==> src/rtl/mem_arbiter.sv <==
// rtl/mem_arbiter.sv - two-requester round-robin arbiter in front of a single-port fixed-latency memory
//
// Purpose:
//   Shares one single-port memory between an instruction-fetch (IF) port and a
//   load/store data (D) port. One access is in flight at a time. Each access
//   moves through ISSUE -> WAIT -> RESP. Requests are sampled only in IDLE and
//   RESP, so a new access can issue straight out of RESP.
//
// Parameters:
//   WAIT_CYC   memory read latency in cycles after the issue cycle (1..15)
//
// Ports:
//   clk, rst                      clock, asynchronous active-high reset
//   if_req, if_addr               fetch request (held until if_gnt) and word address
//   if_gnt, if_rvalid, if_rdata   fetch accept pulse, data-valid pulse, fetch data
//   d_req, d_we, d_be,
//   d_addr, d_wdata               load/store request, write enable, byte enables, address, write data
//   d_gnt, d_rvalid, d_rdata      data accept pulse, completion pulse, load data (0 for stores)
//   mem_en, mem_we, mem_be,
//   mem_addr, mem_wdata           memory command; en/we/be are high only in the issue cycle
//   mem_rdata                     memory read data, captured only at the end of WAIT
//   busy                          high whenever the arbiter is not idle

module mem_arbiter #(
    parameter int unsigned WAIT_CYC = 2
) (
    input  logic        clk,
    input  logic        rst,

    input  logic        if_req,
    input  logic [31:0] if_addr,
    output logic        if_gnt,
    output logic        if_rvalid,
    output logic [31:0] if_rdata,

    input  logic        d_req,
    input  logic        d_we,
    input  logic [3:0]  d_be,
    input  logic [31:0] d_addr,
    input  logic [31:0] d_wdata,
    output logic        d_gnt,
    output logic        d_rvalid,
    output logic [31:0] d_rdata,

    output logic        mem_en,
    output logic        mem_we,
    output logic [3:0]  mem_be,
    output logic [31:0] mem_addr,
    output logic [31:0] mem_wdata,
    input  logic [31:0] mem_rdata,

    output logic        busy
);

    typedef enum logic [1:0] {
        IDLE  = 2'd0,
        ISSUE = 2'd1,
        WAIT  = 2'd2,
        RESP  = 2'd3
    } state_t;

    localparam logic [3:0] WAIT_INIT = 4'(WAIT_CYC);

    state_t      state;
    logic [3:0]  wait_cnt;

    // Owner of the access in flight and the last owner granted (1 = D, 0 = IF).
    logic        own_d;
    logic        last_d;

    // Command latched at the arbitration edge; mem_addr/mem_wdata expose these
    // directly so they stay stable outside the issue cycle.
    logic [31:0] lat_addr;
    logic [31:0] lat_wdata;
    logic        lat_we;
    logic [3:0]  lat_be;

    logic        arb_any;
    logic        arb_pick_d;

    // Round-robin: D wins only when IF is absent, or on a tie when IF was
    // granted last. Reset leaves last_d = 1 so IF takes the first tie.
    assign arb_any    = if_req | d_req;
    assign arb_pick_d = d_req & (~if_req | ~last_d);

    assign mem_addr  = lat_addr;
    assign mem_wdata = lat_wdata;
    assign busy      = (state != IDLE);

    always_ff @(posedge clk or posedge rst) begin
        if (rst) begin
            state     <= IDLE;
            wait_cnt  <= 4'd0;
            own_d     <= 1'b0;
            last_d    <= 1'b1;
            lat_addr  <= 32'h0;
            lat_wdata <= 32'h0;
            lat_we    <= 1'b0;
            lat_be    <= 4'h0;
            if_gnt    <= 1'b0;
            d_gnt     <= 1'b0;
            if_rvalid <= 1'b0;
            d_rvalid  <= 1'b0;
            if_rdata  <= 32'h0;
            d_rdata   <= 32'h0;
            mem_en    <= 1'b0;
            mem_we    <= 1'b0;
            mem_be    <= 4'h0;
        end else begin
            // Pulse outputs default low; each is raised only for the single
            // cycle its state lasts.
            if_gnt    <= 1'b0;
            d_gnt     <= 1'b0;
            if_rvalid <= 1'b0;
            d_rvalid  <= 1'b0;
            mem_en    <= 1'b0;
            mem_we    <= 1'b0;
            mem_be    <= 4'h0;

            case (state)
                IDLE, RESP: begin
                    if (arb_any) begin
                        state     <= ISSUE;
                        own_d     <= arb_pick_d;
                        last_d    <= arb_pick_d;
                        lat_addr  <= arb_pick_d ? d_addr : if_addr;
                        lat_we    <= arb_pick_d & d_we;
                        lat_be    <= arb_pick_d ? d_be : 4'hF;
                        lat_wdata <= d_wdata;
                        // The issue-cycle outputs are loaded from the same
                        // values as the latches so they are valid in ISSUE.
                        if_gnt    <= ~arb_pick_d;
                        d_gnt     <= arb_pick_d;
                        mem_en    <= 1'b1;
                        mem_we    <= arb_pick_d & d_we;
                        mem_be    <= arb_pick_d ? d_be : 4'hF;
                    end else begin
                        state     <= IDLE;
                    end
                end

                ISSUE: begin
                    state    <= WAIT;
                    wait_cnt <= WAIT_INIT;
                end

                WAIT: begin
                    if (wait_cnt == 4'd1) begin
                        // Capture edge: the only edge where mem_rdata is used.
                        state    <= RESP;
                        wait_cnt <= 4'd0;
                        if (own_d) begin
                            d_rvalid <= 1'b1;
                            d_rdata  <= lat_we ? 32'h0 : mem_rdata;
                        end else begin
                            if_rvalid <= 1'b1;
                            if_rdata  <= mem_rdata;
                        end
                    end else begin
                        wait_cnt <= wait_cnt - 4'd1;
                    end
                end

                default: begin
                    state <= IDLE;
                end
            endcase
        end
    end

    // Lint-visible use of the latched enables; they mirror the issue-cycle
    // command and are kept for observability in the latch set.
    logic unused_lat;
    assign unused_lat = ^{lat_be, lat_we};

endmodule

==> config.mk <==
export PLATFORM = sky130hd
export DESIGN_NAME = mem_arbiter
export DESIGN_NICKNAME = d
export VERILOG_FILES = /design/src/rtl/mem_arbiter.sv
export SDC_FILE = /design/constraint.sdc
export NUM_CORES = 1
export LEC_CHECK = 0
export ABC_AREA = 1
export BUFFER_PORTS_ARGS = -buffer_cell sky130_fd_sc_hd__buf_2
export CORE_ASPECT_RATIO = 0.7
export CORE_MARGIN = 8
export CORE_UTILIZATION = 35
export CTS_BUF_LIST = sky130_fd_sc_hd__clkbuf_4 sky130_fd_sc_hd__clkbuf_8
export CTS_CLUSTER_DIAMETER = 50
export DETAILED_ROUTE_END_ITERATION = 10
export GPL_TIMING_DRIVEN = 1
export PLACE_DENSITY = 0.63
export SLEW_MARGIN = 5
export SYNTH_ARGS = -nofsm -noshare
export SYNTH_HDL_FRONTEND = slang
export SYNTH_SLANG_ARGS = --single-unit
==> constraint.sdc <==
create_clock -name clk -period 13.8 [get_ports clk]
set_clock_uncertainty 0.2 [all_clocks]
set_input_delay 4.14 -clock clk [delete_from_list [all_inputs] [get_ports clk]]
set_output_delay 4.14 -clock clk [all_outputs]
set_load 0.01 [all_outputs]
* After elaboration in Yosys (flattened, before gate mapping)
Index checks and enable logic that the tools add are counted.
W data, S select, Z words.
** Word-level totals
- Register bits :: 147
- Bits of input ports :: 137
- Logic and storage cells :: 61
** Operators by class
- Add/subtract/negate cells :: 1
- Equality and inequality tests :: 5
- Mux-type cells :: 24
- Bitwise gates (word level) :: 8
- Reduce and logical (&&, ||, !) cells :: 7
** Operators with widths (number)
- $mux W32 :: 2
- $mux W4 :: 4
- $mux W1 :: 15
- $pmux W4 S2 :: 1
- $pmux W2 S3 :: 1
- $reduce_and A3 Y1 :: 2
- $eq A2 B2 Y1 const B :: 2
- $eq A4 B1 Y1 const B :: 1
- $not A1 Y1 :: 4
- $reduce_bool A2 Y1 :: 2
- $sub A4 B1 Y4 const B :: 1
- $and A1 B1 Y1 :: 2
- $eq A2 B1 Y1 const B :: 1
- $logic_not A2 Y1 :: 1
- $mux W2 :: 1
- $ne A2 B2 Y1 const B :: 1
- $or A1 B1 Y1 :: 2
- $reduce_and A2 Y1 :: 1
- $reduce_or A2 Y1 :: 1

* Longest topological paths before layout
Gate-level depths: netlist (run 1).
- Word-level depth :: 6
- Mapped depth :: 9
- Gate-level depth less buffers :: 8

* Least setup slack after synthesis (run 1)
OpenSTA, ideal clock, no wires.
- Kind :: input-to-reg
- Start point :: in d_req
- End point :: reg lat_wdata[0] (netlist: mem_wdata[0])
- Arrival time :: 4.815 ns
- Required time :: 13.484 ns
- Setup slack :: 8.669 ns
- Cell stages on the path :: 7
- Path buffers :: 3
- Cell sequence :: buf_2 nor2_1 nor2_2 buf_4 buf_6 nand2_1 nand2_1
** On the way
- Longest elaborated chain between the ends :: 2
** Ends and longest elaborated chain
- start: declaration :: RTL line 36 : input logic d_req,
- $or A1 B1 Y1 :: RTL line 83 : assign arb_any = if_req | d_req;
- $reduce_and A2 Y1 (no line)
- end signal: assignment :: RTL line 129 : lat_wdata <= d_wdata;
- end: declaration :: RTL line 74 : logic [31:0] lat_wdata;
No other way between the ends.
A chain may end at the register's enable or synchronous reset.

* Worst setup path in the final report (run 1)
- Start point :: in d_req
- End point :: reg lat_addr[31] (netlist: mem_addr[31])
** On the way
- Longest elaborated chain between the ends :: 2
** Ends and longest elaborated chain
- $and A1 B1 Y1 / $or A1 B1 Y1 (equally long branches) :: RTL line 84, 83
- $mux W32 / $reduce_and A2 Y1 (equally long branches)
- end signal: assignment :: RTL line 126 : lat_addr <= arb_pick_d ? d_addr : if_addr;
- end: declaration :: RTL line 73 : logic [31:0] lat_addr;
Parallel ways exist; a longest one is shown, timed or not.

==> metrics, run 1 <==
status=finished, final reports clean; HP Class=reg -> reg; power share of the clock group=0.164; CP Class=in -> reg; vias in the first global route=6165; Clk Latency, worst-skew pair=between 0.4 and 0.5 ns; DR iter-0 viols=452; mapped cell area=between 6000 and 7000 um^2; Fin Hold WS=between 0.2 and 0.3 ns; Synth cell types=23; flops & latches, synth=~150; Crit. End Element=flop; Initial Utilization=0.352; Clock Path Buffers=2; Slew HR=0.179; Max-cap violations=0; largest net degree at the start of global routing=~80; number of routed nets with antenna violations=0; TNS Setup=0 ns; Switching Fraction=0.439; Critical-path top delay cell=nor2_4; pre-CTS WS=between 7 and 8 ns; critical-path cell list=buf_2 > nor2_1 > nor2_4 > buf_4 > nand3_1 > nand3_1; die footprint=about 23000 um^2; Remaining Overflow, GRT=0; yosys warns=0; buffers and inverters on the worst path=2; RSZ-0062 raised after global routing=no; final hold vios=0; measured slew at the worst slew-check pin=roughly 1.2 ns; combinational power share=0.435; routability cong.=0.798; final count of negative-setup-slack endpoints=0; most frequent cells in the layout=335 x nand2_1, 275 x buf_2, 146 x dfrtp_1; Die Wd=about 180 um; setup bufs post-CTS=0; hpwl dp=between 10 and 15 mm; final setup margin=approximately 8 ns; Post-Layout Cell Count=approximately 1300; H-tree levels=4; switching pwr=~840 uW; LEAKAGE=~4.6 nW; Clock Tree Root=clkbuf_8; hold buffers post-CTS=0; syn nets=944; layout cells sized above 1=0.303; WL per Instance=around 16 um; Yosys top cell area share=0.557; post-CTS sizing=0; clock-pin slew on the worst setup and hold paths=0.10 ns; share of power burned in registers=0.400; most common cell after layout, fill and taps aside=nand2_1; dominant cell type by area after synthesis=dfrtp_1; io pins=about 280; Final nets=around 1200; crit path max fanout=38; FMAX=0.169 GHz; first-pass GRT wire length=roughly 33 mm; startpoint class of the critical path=input port; DRC errors left=0; post-layout util=0.450; cell mode on critical path=nand3_1; gr usage total=0.175; post-layout min period=about 6 ns; Worst EP arrival=between 6 and 7 ns; Port Buffers=between 200 and 300; initial antenna violation count=1; final WL=a little over 20 mm; CTS tree=yes; length of the first detailed-routing pass in iterations=5; register area share after synthesis=0.561; CP top delay family=buffers and inverters; Vias=6079; VDD IR max=about 0.00012 V; antenna cells=0; CTS buffer count=17; Row Count=42; fin. max-slew vios=0; Cells after Synth=between 800 and 900; fin crit share=0.429; Num Clock Sinks=about 150; Area Growth Syn to Fin=27.9%; Core Region=between 15000 and 20000 um^2; largest cells by area after synthesis=dfrtp_1 56%, nand2_1 19%, nand3_1 5.3%; internal power=roughly 1.1 mW; WP data required=13.97 ns; post-DR vias/cell=approximately 4.6; Post-Place Cells=approximately 1300; pwr dens=between 200 and 250 nW/um^2; Crit path largest cell delay=0.58 ns; Avg Cell Area, Syn=about 8 um^2; die height=between 100 and 150 um
==> path summary, 6_finish.rpt <==
check / startpoint / endpoint / slack (ns) / depth (start not counted)
worst max-delay path: d_req / mem_addr[31] / 7.89 / 6
worst min-delay path: if_rdata[4] / if_rdata[4] / 0.28 / 2
worst max register to register: wait_cnt[1] / if_rdata[29] / 10.58 / 8
worst min register to register: if_rdata[4] / if_rdata[4] / 0.28 / 2
max in group asynchronous: rst / mem_addr[26] / 8.43 / 3
min in group asynchronous: rst / mem_wdata[28] / 3.63 / 2
==> power groups by stage <==
stage | registers [mW] | logic (mW) | clock network (mW)
final | 0.761 | 0.828 | 0.313
after detailed placement | 0.763 | 0.854 | 0
after global placement | 0.764 | 0.833 | 0
after CTS | 0.762 | 0.848 | 0.324
after floorplan | 0.836 | 0.429 | 0
after global routing | 0.787 | 0.943 | 0.342
==> cells by family after synthesis <==
| group | Yosys count | share of synthesized area |
|---|---|---|
| AO/OA/AOI/OAI | 43 | 0.0351 |
| XOR/XNOR | 1 | 0.00134 |
| adder cells (fa/ha/maj) | 4 | 0.00763 |
| buffers and inverters | 127 | 0.0853 |
| flip-flops | 147 | 0.561 |
| AND/OR/NAND/NOR | 481 | 0.310 |
==> Yosys cell counts (all sizes together) <==
cell	n
a21oi	1
ha	4
xor2	1
buf	34
nand3b	31
nand3	69
o21a	4
nand2	337
nor2	44
o21ai	37
clkbuf	15
dfstp	1
a31oi	1
dfrtp	146
inv	78
==> worst register-to-register path, cell delays in order, from the launching register on <==
cell     delay (ns)
dfrtp_1        0.40
inv_1          0.09
ha_1           0.15
nand3_1        0.07
buf_4          0.26
inv_1          0.89
nand2_2        0.74
nand2_1        0.22
nand2_1        0.08
==> sequential cells by signal (all words and copies together) (netlist names) <==
| name | cells |
|---|---|
| if_gnt | 1 |
| own_d | 1 |
| last_d | 1 |
| if_rdata | 32 |
| state | 2 |
| d_rdata | 32 |
| mem_be | 4 |
| mem_wdata | 32 |
| d_gnt | 1 |
| lat_we | 1 |
| if_rvalid | 1 |
| wait_cnt | 4 |
| d_rvalid | 1 |
| mem_we | 1 |
| mem_addr | 32 |
| mem_en | 1 |
==> metal layers <==
layer  GRT usage  share of wire  vias up  routed length [um]
li1            -              -     2960                   -
met1       0.233           0.47     2875                9700
met2       0.263           0.43      226                8800
met4      0.0440          0.011        2                 223
met3      0.0715          0.087       16                1780
met5           0        0.00039        -                   8
==> final cells by class <==
cell class	count	area, um^2
Clock buffer	17	234
Sequential cell	147	3680
Clock inverter	15	124
Timing Repair Buffer	281	1420
Multi-Input combinational cell	529	2330
Inverter	78	298
Tap cell	242	303
Fill cell	1934	10300
==> per-stage QoR <==
step	power, mW	area, um^2
after global placement	1.60	8030
after global routing	2.07	8390
after floorplan	1.26	6560
after CTS	1.93	8390
after detailed placement	1.62	8030
final	1.90	8390
Note: power is estimated with default switching activity, not from simulation.
==> run 2, diff against run 1 <==
PLACE_DENSITY = 0.65   (was 0.63)
clock period = 4.9 ns   (was 13.8 ns; I/O delays follow)
==> metrics, run 2 (synthesized netlist as in run 1, its figures left out) <==
status=finished, final reports clean; Core Region=18700 um^2 (unchanged); Hold Path Stages=2 (unchanged); length of the first detailed-routing pass in iterations=5 (unchanged); Num Clock Sinks=147 (unchanged); vias in the first global route=6190 (+0.41%); final setup margin=1.77 ns (-6.12 ns); reg2reg start=wait_cnt[1]; Max-cap violations=0 (unchanged); Vias=6031 (-0.79%); die footprint=23400 um^2 (unchanged); die height=131 um (unchanged); fin crit share=0.639; layout cells sized above 1=0.305 (+0.00195); post-CTS sizing=0 (unchanged); DR iter-0 viols=325 (-28%); DRC errors left=0 (unchanged); Initial Utilization=0.352 (unchanged); io pins=276 (unchanged); clock-pin slew on the worst setup and hold paths=0.09 ns (about the same); Final nets=1198 (+0.25%); Port Buffers=275 (unchanged); DR WL met3=1.69 mm (-5.4%); final WL=19.8 mm (-3.4%); R2R setup slack=1.77 ns (-8.81 ns); CP startpoint=wait_cnt[1]; CTS tree=yes; met2 WL=8.71 mm (-1.0%); HP Class=reg -> reg; hpwl dp=14.3 mm (-2.6%); WL per Instance=15.1 um (-3.7%); Crit. End Element=flop; RSZ-0062 raised after global routing=no; measured slew at the worst slew-check pin=1.20 ns (-0.0346 ns); Post-DP Area=8070 um^2 (+0.42%); FMAX=between 0.3 and 0.4 GHz; metal1 wirelength=9.20 mm (-5.2%); Die Wd=180 um (unchanged); startpoint class of the critical path=flop; VDD IR max=0.000317 V (+150%); fin. max-slew vios=0 (unchanged); Clock Path Buffers=2 (unchanged); Clk Latency, worst-skew pair=0.44 ns (about the same); Remaining Overflow, GRT=0 (unchanged); WP data required=5.03 ns (-8.94 ns); initial antenna violation count=0 (-1); Worst EP arrival=3.26 ns (-2.83 ns); Row Count=42 (unchanged); CTS buffer count=17 (unchanged); first-pass GRT wire length=32.3 mm (-2.3%); worst reg2reg path depth=8 (unchanged); most common cell after layout, fill and taps aside=nand2_1; CP Class=reg -> reg; pre-CTS WS=1.51 ns (-5.91 ns); final hold vios=0 (unchanged); final count of negative-setup-slack endpoints=0 (unchanged); hold buffers post-CTS=0 (unchanged); H-tree levels=4 (unchanged); routability cong.=0.784 (-1.7%); DR top layer=met4; most frequent cells in the layout=335 x nand2_1, 275 x buf_2, 146 x dfrtp_1; gr usage total=0.170 (-0.00536); Hold Startpoint=if_rdata[10]; post-route design area=8480 um^2 (+1.1%); number of routed nets with antenna violations=0 (unchanged); Slew HR=0.202 (+0.0231); pwr dens=646 nW/um^2 (+180%); antenna cells=0 (unchanged); post-DR vias/cell=4.60 (-1.0%); post-layout min period=approximately 3.1 ns; LEAKAGE=4.67 nW (+0.92%); Area Growth Syn to Fin=29.3%; Clock Tree Root=clkbuf_8; crit path max fanout=38 (unchanged); setup bufs post-CTS=0 (unchanged); largest net degree at the start of global routing=77 (-6.1%); TNS Setup=0 ns (unchanged)
## run 2: per-stage QoR
| stage | std cells | util | hold slack, ns | total power [mW] |
|---|---|---|---|---|
| after detailed placement | 1280 | 0.432 | 0.254 | 4.55 |
| after global routing | 1312 | 0.455 | 0.282 | 5.97 |
| after floorplan | 803 | - | 0.247 | 3.56 |
| final | 1312 | 0.455 | 0.270 | 5.48 |
| after global placement | 1280 | 0.432 | 0.249 | 4.49 |
| after CTS | 1312 | 0.455 | 0.274 | 5.58 |
## run 2: power by group
group	leakage [nW]	total, mW	switching [mW]	internal, mW
Clock	0.201	0.995	0.512	0.483
Combinational	2.77	2.35	1.50	0.851
Sequential	1.70	2.14	0.339	1.80
Total	4.67	5.48	2.35	3.13
## run 2: worst paths after layout
check | end
hold / removal | if_rdata[10]
hold reg to reg | if_rdata[10]
max in group asynchronous | if_rdata[18]
setup / recovery | if_rdata[17]
min in group asynchronous | d_rdata[4]
setup reg to reg | if_rdata[17]
## run 2: layout make-up
class                           instances  area (um^2)
Inverter                               78          297
Timing Repair Buffer                  284         1460
Clock inverter                         14          166
Clock buffer                           18          248
Fill cell                            1923        10200
Tap cell                              242          303
Sequential cell                       147         3680
Multi-Input combinational cell        529         2330
## run 2: critical path, stage by stage (launching register included)
cell and delay, ns:
dfrtp_1 0.40, inv_1 0.09, ha_1 0.14, nand3_1 0.07, buf_4 0.26, inv_1 0.84
nand2_2 0.71, nand2_1 0.20, nand2_1 0.07
## run 2: layer usage
layer	vias up	GRT usage
met5	-	0
met4	0	0.0464
met3	12	0.0671
met2	214	0.261
met1	2839	0.220
li1	2966	-
